**config.mk**
```make
export PLATFORM = sky130hd
export DESIGN_NAME = mul_share_arb_flat
export DESIGN_NICKNAME = d
export VERILOG_FILES = /design/src/rtl/mul_share_pkg.sv /design/src/rtl/mul_share_arb_if.sv /design/src/rtl/mul_sm_core.sv /design/src/rtl/mul_share_arb.sv /design/src/flat_wrapper.sv
export SDC_FILE = /design/constraint.sdc
export NUM_CORES = 1
export LEC_CHECK = 0
export BUFFER_PORTS_ARGS = -buffer_cell sky130_fd_sc_hd__clkbuf_2
export CORE_MARGIN = 2
export CORE_UTILIZATION = 40
export DETAILED_ROUTE_END_ITERATION = 10
export GPL_TIMING_DRIVEN = 0
export MAX_ROUTING_LAYER = met4
export PLACE_DENSITY = 0.71
export SLEW_MARGIN = 20
export SYNTH_ARGS = -nofsm -noshare
export SYNTH_HDL_FRONTEND = slang
export SYNTH_SLANG_ARGS = --single-unit
```
**constraint.sdc**
```tcl
create_clock -name clk -period 7.4 [get_ports clk]
set_input_delay 0.74 -clock clk [delete_from_list [all_inputs] [get_ports clk]]
set_output_delay 0.74 -clock clk [all_outputs]
set_load 0.005 [all_outputs]
```
**src/rtl/mul_share_pkg.sv**
```systemverilog
// mul_share_pkg: shared types and constants for the shared multiplier arbiter
package mul_share_pkg;
    typedef enum logic [1:0] {IDLE, CALC, HOLD} state_e;
    localparam int OPND_W = 8;
    localparam int PROD_W = 17;
    localparam logic [7:0] CHR_MINUS = 8'h2D;
    localparam logic [7:0] CHR_PLUS = 8'h2B;
endpackage

```
**src/rtl/mul_share_arb_if.sv**
```systemverilog
// mul_share_arb_if: requester/consumer bundle; MUL_SHARE_ARB_SIGN_CHR_EN adds ASCII sign outputs
interface mul_share_arb_if #(parameter int NUM_REQ = 4, parameter int ID_W = 3);
    logic [NUM_REQ-1:0] req_valid;
    logic [8*NUM_REQ-1:0] req_a;
    logic [8*NUM_REQ-1:0] req_b;
    logic [NUM_REQ-1:0] req_ready;
    logic rsp_valid;
    logic rsp_ready;
    logic [ID_W-1:0] rsp_id;
    logic [mul_share_pkg::PROD_W-1:0] rsp_prod;
    logic busy;
`ifdef MUL_SHARE_ARB_SIGN_CHR_EN
    logic [7:0] rsp_sgn_a;
    logic [7:0] rsp_sgn_b;
    logic [7:0] rsp_sgn_p;
    modport master (output req_valid, req_a, req_b, rsp_ready,
                    input req_ready, rsp_valid, rsp_id, rsp_prod, busy, rsp_sgn_a, rsp_sgn_b, rsp_sgn_p);
    modport slave (input req_valid, req_a, req_b, rsp_ready,
                   output req_ready, rsp_valid, rsp_id, rsp_prod, busy, rsp_sgn_a, rsp_sgn_b, rsp_sgn_p);
`else
    modport master (output req_valid, req_a, req_b, rsp_ready,
                    input req_ready, rsp_valid, rsp_id, rsp_prod, busy);
    modport slave (input req_valid, req_a, req_b, rsp_ready,
                   output req_ready, rsp_valid, rsp_id, rsp_prod, busy);
`endif
endinterface

```
**src/rtl/mul_sm_core.sv**
```systemverilog
// mul_sm_core: combinational signed 8x8 -> 17-bit multiply via sign-magnitude and negate
module mul_sm_core
    import mul_share_pkg::*;
(
    input  logic [OPND_W-1:0] a,
    input  logic [OPND_W-1:0] b,
    output logic [PROD_W-1:0] p
);
    logic [OPND_W-1:0] ma, mb;
    logic [2*OPND_W-1:0] m;
    always_comb begin
        ma = a[OPND_W-1] ? -a : a;
        mb = b[OPND_W-1] ? -b : b;
        m = (2*OPND_W)'(ma) * (2*OPND_W)'(mb);
        p = (a[OPND_W-1] ^ b[OPND_W-1]) ? -{1'b0, m} : {1'b0, m};
    end
endmodule

```
**src/rtl/mul_share_arb.sv**
```systemverilog
// mul_share_arb: round-robin sharing of one signed multiplier; MUL_SHARE_ARB_SIGN_CHR_EN adds ASCII sign outputs
module mul_share_arb
    import mul_share_pkg::*;
#(
    parameter int NUM_REQ = 4,
    parameter int MUL_LAT = 2,
    parameter int ID_W = 3
) (
    input logic clk,
    input logic rst_n,
    mul_share_arb_if.slave bus
);
    state_e state;
    logic [2:0] cnt;
    logic [ID_W-1:0] rr_ptr, off, gid, id_q;
    logic [ID_W:0] sum;
    logic [NUM_REQ-1:0] rot;
    logic [OPND_W-1:0] a_q, b_q, a_g, b_g;
    logic [PROD_W-1:0] prod;
    // rotate so bit 0 is the rr pointer; lowest set bit is the winner offset
    always_comb begin
        rot = NUM_REQ'({2{bus.req_valid}} >> rr_ptr);
        off = '0;
        for (int k = NUM_REQ - 1; k >= 0; k--)
            if (rot[k]) off = ID_W'(k);
        sum = {1'b0, rr_ptr} + {1'b0, off};
        gid = (sum >= (ID_W+1)'(NUM_REQ)) ? ID_W'(sum - (ID_W+1)'(NUM_REQ)) : sum[ID_W-1:0];
        a_g = OPND_W'(bus.req_a >> {gid, 3'b000});
        b_g = OPND_W'(bus.req_b >> {gid, 3'b000});
        bus.req_ready = (state == IDLE && |bus.req_valid) ? NUM_REQ'(1) << gid : '0;
    end
    assign bus.busy = state != IDLE;
    mul_sm_core u_core (.a(a_q), .b(b_q), .p(prod));
    always_ff @(posedge clk) begin
        if (!rst_n) begin
            state <= IDLE;
            cnt <= '0;
            rr_ptr <= '0;
            a_q <= '0;
            b_q <= '0;
            id_q <= '0;
            bus.rsp_valid <= 1'b0;
            bus.rsp_id <= '0;
            bus.rsp_prod <= '0;
`ifdef MUL_SHARE_ARB_SIGN_CHR_EN
            bus.rsp_sgn_a <= CHR_PLUS;
            bus.rsp_sgn_b <= CHR_PLUS;
            bus.rsp_sgn_p <= CHR_PLUS;
`endif
        end else if (state == IDLE) begin
            if (|bus.req_valid) begin
                a_q <= a_g;
                b_q <= b_g;
                id_q <= gid;
                cnt <= 3'(MUL_LAT - 1);
                rr_ptr <= (gid == ID_W'(NUM_REQ - 1)) ? '0 : gid + 1'b1;
                state <= CALC;
            end
        end else if (state == CALC) begin
            cnt <= cnt - 3'd1;
            if (cnt == 3'd0) begin
                bus.rsp_valid <= 1'b1;
                bus.rsp_id <= id_q;
                bus.rsp_prod <= prod;
`ifdef MUL_SHARE_ARB_SIGN_CHR_EN
                bus.rsp_sgn_a <= a_q[7] ? CHR_MINUS : CHR_PLUS;
                bus.rsp_sgn_b <= b_q[7] ? CHR_MINUS : CHR_PLUS;
                bus.rsp_sgn_p <= (a_q[7] ^ b_q[7]) ? CHR_MINUS : CHR_PLUS;
`endif
                state <= HOLD;
            end
        end else if (bus.rsp_ready) begin
            bus.rsp_valid <= 1'b0;
            state <= IDLE;
        end
    end
endmodule

```
**src/flat_wrapper.sv**
```systemverilog
// flat-port wrapper written by rule: the top's interface ports become plain ports
module mul_share_arb_flat import mul_share_pkg::*;
#(
    parameter int NUM_REQ = 4,
    parameter int MUL_LAT = 2,
    parameter int ID_W = 3
)
  (clk, rst_n, bus_req_valid, bus_req_a, bus_req_b, bus_rsp_ready, bus_req_ready, bus_rsp_valid, bus_rsp_id, bus_rsp_prod, bus_busy);
  mul_share_arb_if #(.NUM_REQ(NUM_REQ), .ID_W(ID_W)) bus_i ();
  input logic clk;
  input logic rst_n;
  input wire logic [$bits(bus_i.req_valid)-1:0] bus_req_valid;
  input wire logic [$bits(bus_i.req_a)-1:0] bus_req_a;
  input wire logic [$bits(bus_i.req_b)-1:0] bus_req_b;
  input wire logic [$bits(bus_i.rsp_ready)-1:0] bus_rsp_ready;
  output wire logic [$bits(bus_i.req_ready)-1:0] bus_req_ready;
  output wire logic [$bits(bus_i.rsp_valid)-1:0] bus_rsp_valid;
  output wire logic [$bits(bus_i.rsp_id)-1:0] bus_rsp_id;
  output wire logic [$bits(bus_i.rsp_prod)-1:0] bus_rsp_prod;
  output wire logic [$bits(bus_i.busy)-1:0] bus_busy;
  assign bus_i.req_valid = bus_req_valid;
  assign bus_i.req_a = bus_req_a;
  assign bus_i.req_b = bus_req_b;
  assign bus_i.rsp_ready = bus_rsp_ready;
  assign bus_req_ready = bus_i.req_ready;
  assign bus_rsp_valid = bus_i.rsp_valid;
  assign bus_rsp_id = bus_i.rsp_id;
  assign bus_rsp_prod = bus_i.rsp_prod;
  assign bus_busy = bus_i.busy;
  mul_share_arb #(.NUM_REQ(NUM_REQ), .MUL_LAT(MUL_LAT), .ID_W(ID_W)) u_core (.clk(clk), .rst_n(rst_n), .bus(bus_i));
endmodule
```
# Yosys cells after proc, flatten, opt, wreduce, memory -nomap -nowiden
# Index checks and enable logic that the tools add are counted.
# totals
mem_bits_rw	0
wordCells	63
output_inout_bits	26
inputBits	71
romBits	0
latch_bits	0
mem_count	0
ff_bits	48
# op_classes
muxes	21
n_eq_ne	5
shifts	4
order_cmp	1
add_sub_neg	7
bitwise_logic	2
multipliers	1
div_mod_pow	0
n_reduce_logical	13
# op_table
op	n
$shr 32x6->8	2
$mux 2	9
$mux 17	1
$neg 16->17	1
$mul 8x8->16	1
$mux 8	2
$neg 8->8	2
$mux 3	5
$reduce_and 3->1	3
$shr 8x3->4	1
$reduce_bool 2->1	3
$add 3x2->4	1
$ge 4x3->1 const B	1
$mux 4	1
$ne 2x2->1 const B	2
$reduce_and 2->1	2
$reduce_or 4->1	1
$shl 1x3->4 const A	1
$add 3x1->3 const B	1
$eq 3x2->1 const B	1
$logic_not 3->1	1
$mux 1	3
$ne 3x2->1 const B	1
$reduce_bool 3->1	1
other kinds (7)	7

# Depth between registers and ports, before layout
# logic_depth
word_depth	10
ltp_mapped	23
ltp_nobuf	23

# Cells and area by module
# A second synthesis with hierarchy kept.
# unflattened
cells_unflattened	580
area_unflattened_um2	5094.9
# by_module_without_submodules
mod	seq_area_each_um2	area_per_inst_um2	cells_per_inst	instances
mul_sm_core	0.0	2647.5	341	1
mul_share_arb	960.9	2447.3	239	1

# Least setup slack after synthesis
# Ideal clock, no wire load.
# synth_timing
kind	register -> register
start	register u_core.b_q[0]
end	register u_core.bus.rsp_prod[14]
setup_time_ns	0.079
slack_ns	1.253
path_stages_with_launch	21
required_time_ns	7.321
synth_period_minus_slack_ns	6.147
arrival_ns	6.067
n_path_buf	1
path_cell_list	dfxtp_1 -> or3_1 -> or4b_2 -> clkbuf_1 -> or2_2 -> fa_1 -> fa_1 -> inv_1 -> fa_1 -> inv_1 -> fa_1 -> inv_1 -> ha_1 -> a21o_1 -> a221oi_4 -> a211o_2 -> o2111ai_4 -> a2111oi_4 -> a21oi_2 -> xor2_1 -> a211oi_2
# synth_between
elab_chain_cells	5
# synth_rtl
item	line	text
start: declaration	mul_share_arb.sv:18	logic [OPND_W-1:0] a_q, b_q, a_g, b_g;
start signal: assignment	mul_share_arb.sv:53	b_q <= b_g;
$neg 8->8	mul_sm_core.sv:13	mb = b[OPND_W-1] ? -b : b;
$mux 8 (*)	mul_sm_core.sv:13	
$mul 8x8->16 (*)	mul_sm_core.sv:14	m = (2*OPND_W)'(ma) * (2*OPND_W)'(mb);
$neg 16->17	mul_sm_core.sv:15	p = (a[OPND_W-1] ^ b[OPND_W-1]) ? -{1'b0, m} : {1'b0, m};
$mux 17 (*)	mul_sm_core.sv:15	
end signal: assignment	mul_share_arb.sv:64	bus.rsp_prod <= prod;
end: declaration	mul_share_arb_if.sv:24	output req_ready, rsp_valid, rsp_id, rsp_prod, busy);
# Mark *: on every way between the ends. The rest lies on a longest branch, timed or not.
# A chain may end at the register's enable or synchronous reset.

# Final worst setup path
# layout_timing
start	register u_core.b_q[0]
end	register u_core.bus.rsp_prod[15]
# Same word-level chain as after synthesis.

==> impl_metrics.json <==
{
  "cts_buffers": 5,
  "yosysWarnings": 0,
  "peakVddDrop_mv": 0.320,
  "path_depth": 19,
  "synth_xor_area_share_pct": 6.16,
  "fin_worst_skew_ps": 6.84,
  "synth.area.top_cells": "dfxtp_1 (19%), fa_1 (15%), ha_1 (12%)",
  "p_leak_nw": 2.79,
  "fin_cells": 842,
  "dieArea_um2": 13300,
  "startpoint": "u_core.b_q[0]$_SDFFE_PN0P_",
  "min_from": "u_core.id_q[1]$_SDFFE_PN0P_",
  "synthSimpleGateAreaFrac_pct": 19.2,
  "firstDrtPassIters": 5,
  "drt-wirelength-per-cell_um": 13.9,
  "fin_crit_sh_pct": 89.8,
  "clock_path_buffers": 2,
  "cts_tree": "done",
  "rsz0062_at_grt": "no",
  "cts-htree-levels": 2,
  "hpwl_um": 9820,
  "grt_antenna_before_repair": 0,
  "status": "finished clean",
  "r2r_start": "u_core.b_q[0]$_SDFFE_PN0P_",
  "slew_headroom_pct": 38.7,
  "critical_path.max_stage_delay_ps": 650,
  "layout.nets": 828,
  "synth-compound-area-share_pct": 13.5,
  "drc": 0,
  "cp_max_fo": 8,
  "cp_top_family": "adder cells",
  "synth_mux_area_share_pct": 8.47,
  "grt_pass1_wl_um": 20100,
  "setup_viol": 0,
  "clkTransAtPathRegs_ps": 70,
  "cts.hold.buffers_added": 0,
  "powerDensity_nw_per_um2": 516,
  "synth_edf_count": 0,
  "slew_viol_final": 0,
  "holdCritPathClass": "reg2reg",
  "post-cts-setup-buffers": 0,
  "whs_path_depth": 2,
  "finalHoldViolations": 0,
  "cpMostUsedCell": "fa_1",
  "min_period_ps": 6640,
  "tightest_slew_ps": 918,
  "clkLatencyLatePin_ps": 290,
  "crit_type": "reg2reg",
  "pre_cts_ws_ps": 770,
  "place_congestion": 0.860,
  "area_growth_pct": 17.3,
  "synthAdderAreaFrac_pct": 26.7,
  "vias": 4365,
  "wl_um": 11700,
  "cts_resized": 0,
  "yosysSeqAreaShare_pct": 19.3,
  "finalSetupTns_ps": 0,
  "start_util_pct": 41.3,
  "ys_ff_latch": 48,
  "ys_types": 55,
  "yosys-top-cells-count": "nor2_1 (103), inv_1 (61), dfxtp_1 (48)",
  "synth.net_count": 726,
  "grt_usage_pct": 19.0,
  "r2r_cells": 19,
  "vias_per_cell": 5.18,
  "netlist.area_leader.share_pct": 19.3,
  "yosysMostFrequentCell": "nor2_1",
  "postLayoutSetupSlackWorst_ps": 756,
  "synthFlopType": "dfxtp_1",
  "drtIter0Drc": 199,
  "grt_start_max_net_pins": 16,
  "syn_area_um2": 4980,
  "worst_path_max_delay_cell": "or4b_2",
  "cts_root_buf": "clkbuf_16",
  "drtAntennaViolNets": 0,
  "syn_avg_cell_area_um2": 8.71,
  "die_h_um": 116,
  "critical_path_buf_inv_count": 4,
  "critPathArrivalTime_ps": 6830,
  "fmax_mhz": 151,
  "die_width_um": 116,
  "startpoint_type": "register",
  "cp_cell_sequence": "or3_1 -> or4b_2 -> clkbuf_1 -> or2_2 -> fa_1 -> fa_1 -> inv_1 -> fa_1 -> inv_1 -> fa_1 -> inv_1 -> ha_1 -> a21o_1 -> a221oi_4 -> a211o_2 -> o2111ai_4 -> a2111oi_4 -> nand3_1 -> o311ai_1",
  "drive_gt1_share_pct": 21.7,
  "dp_cells": 834,
  "syn-instance-count": 571,
  "cp.required_ps": 7580,
  "antenna_cells": 0,
  "std_cell_rows": 40,
  "yosys.area.top_type": "dfxtp_1",
  "drv_cap": 0,
  "grt_pass1_vias": 4568,
  "core_um2": 12100,
  "clock-sinks": 48,
  "fillers": 1138,
  "crit_path_end_kind": "register",
  "ios": 97,
  "port_buffers": 95,
  "synthArstFlopShare_pct": 0,
  "synth_top_family_by_area": "adder cells",
  "overflow": 0
}
-- worst min-delay path, stage by stage, from the launching register on --
cell and delay, ps:
dfxtp_1 310, nand2_1 50, a21oi_1 50
-- area by class of cell --
cell class,count,area [µm²],share of cell area (%)
Inverter,63,236,4.05
Multi-Input combinational cell,436,3680,63.1
Clock buffer,6,139,2.38
Tap cell,168,210,3.60
Sequential cell,48,961,16.5
Buffer,24,93.8,1.61
Clock inverter,2,38.8,0.664
Timing Repair Buffer,95,475,8.14
-- per-stage QoR --
step	util [%]	hold slack, ps	area, µm²	power [mW]
after global routing	48.4	479	5840	3.36
after CTS	48.4	460	5840	3.03
after floorplan	-	432	4980	2.25
after detailed placement	46.9	450	5660	2.75
after global placement	46.9	444	5660	2.68
final	48.4	458	5840	3.01
-- flip-flops by register name, summed over array words and instances, names as in the netlist --
name                  count
u_core.cnt                3
u_core.state              2
u_core.bus.rsp_id         3
u_core.b_q                8
u_core.a_q                8
u_core.rr_ptr             3
u_core.bus.rsp_prod      17
u_core.bus.rsp_valid      1
u_core.id_q               3
-- power breakdown --
group	internal (mW)	switching, mW	total [mW]	leakage, nW
clock	0.169	0.0990	0.268	0.0871
combinational	0.966	1.38	2.34	2.31
sequential	0.339	0.0666	0.405	0.394
total	1.47	1.54	3.01	2.79
-- path summary, 6_finish.rpt --
| check | to | slack, ps |
|---|---|---|
| worst max-delay path | u_core.bus.rsp_prod[15]$_SDFFE_PN0P_ | 760 |
| worst min-delay path | u_core.id_q[1]$_SDFFE_PN0P_ | 460 |
| worst max register to register | u_core.bus.rsp_prod[15]$_SDFFE_PN0P_ | 760 |
| worst min register to register | u_core.id_q[1]$_SDFFE_PN0P_ | 460 |
-- per-layer routing --
metal | vias to the layer above | share of wire (%) | global-route usage (%)
met5 | - | 0 | -
met4 | 0 | 0.96 | 3.78
met3 | 11 | 6.0 | 3.24
met2 | 147 | 49 | 33.2
met1 | 2069 | 44 | 23.1
li1 | 2138 | - | -
-- cell families (layout without fill, tap and decap cells) --
logic type,count (synthesis),in the layout
and+or+nand+nor,204,204
AOI/OAI and AO/OA,91,91
buffers and inverters,87,190
adders and majority gates,84,84
DFF,48,48
xor gates and xnor gates,35,35
muxes,22,22
-- layout by cell type, fill, tap and decap left out, types with 10 or more instances in the layout --
cell and n:
nor2_1 103, clkbuf_2 95, inv_1 61, dfxtp_1 48
ha_1 47, fa_1 37, nand2_1 35, a21oi_1 23
xor2_1 20, clkbuf_1 19, mux4_2 16, a22oi_1 16
xnor2_1 15, o21ai_0 11, a211oi_1 11, or2_2 10
(Power assumes the default switching activity.)
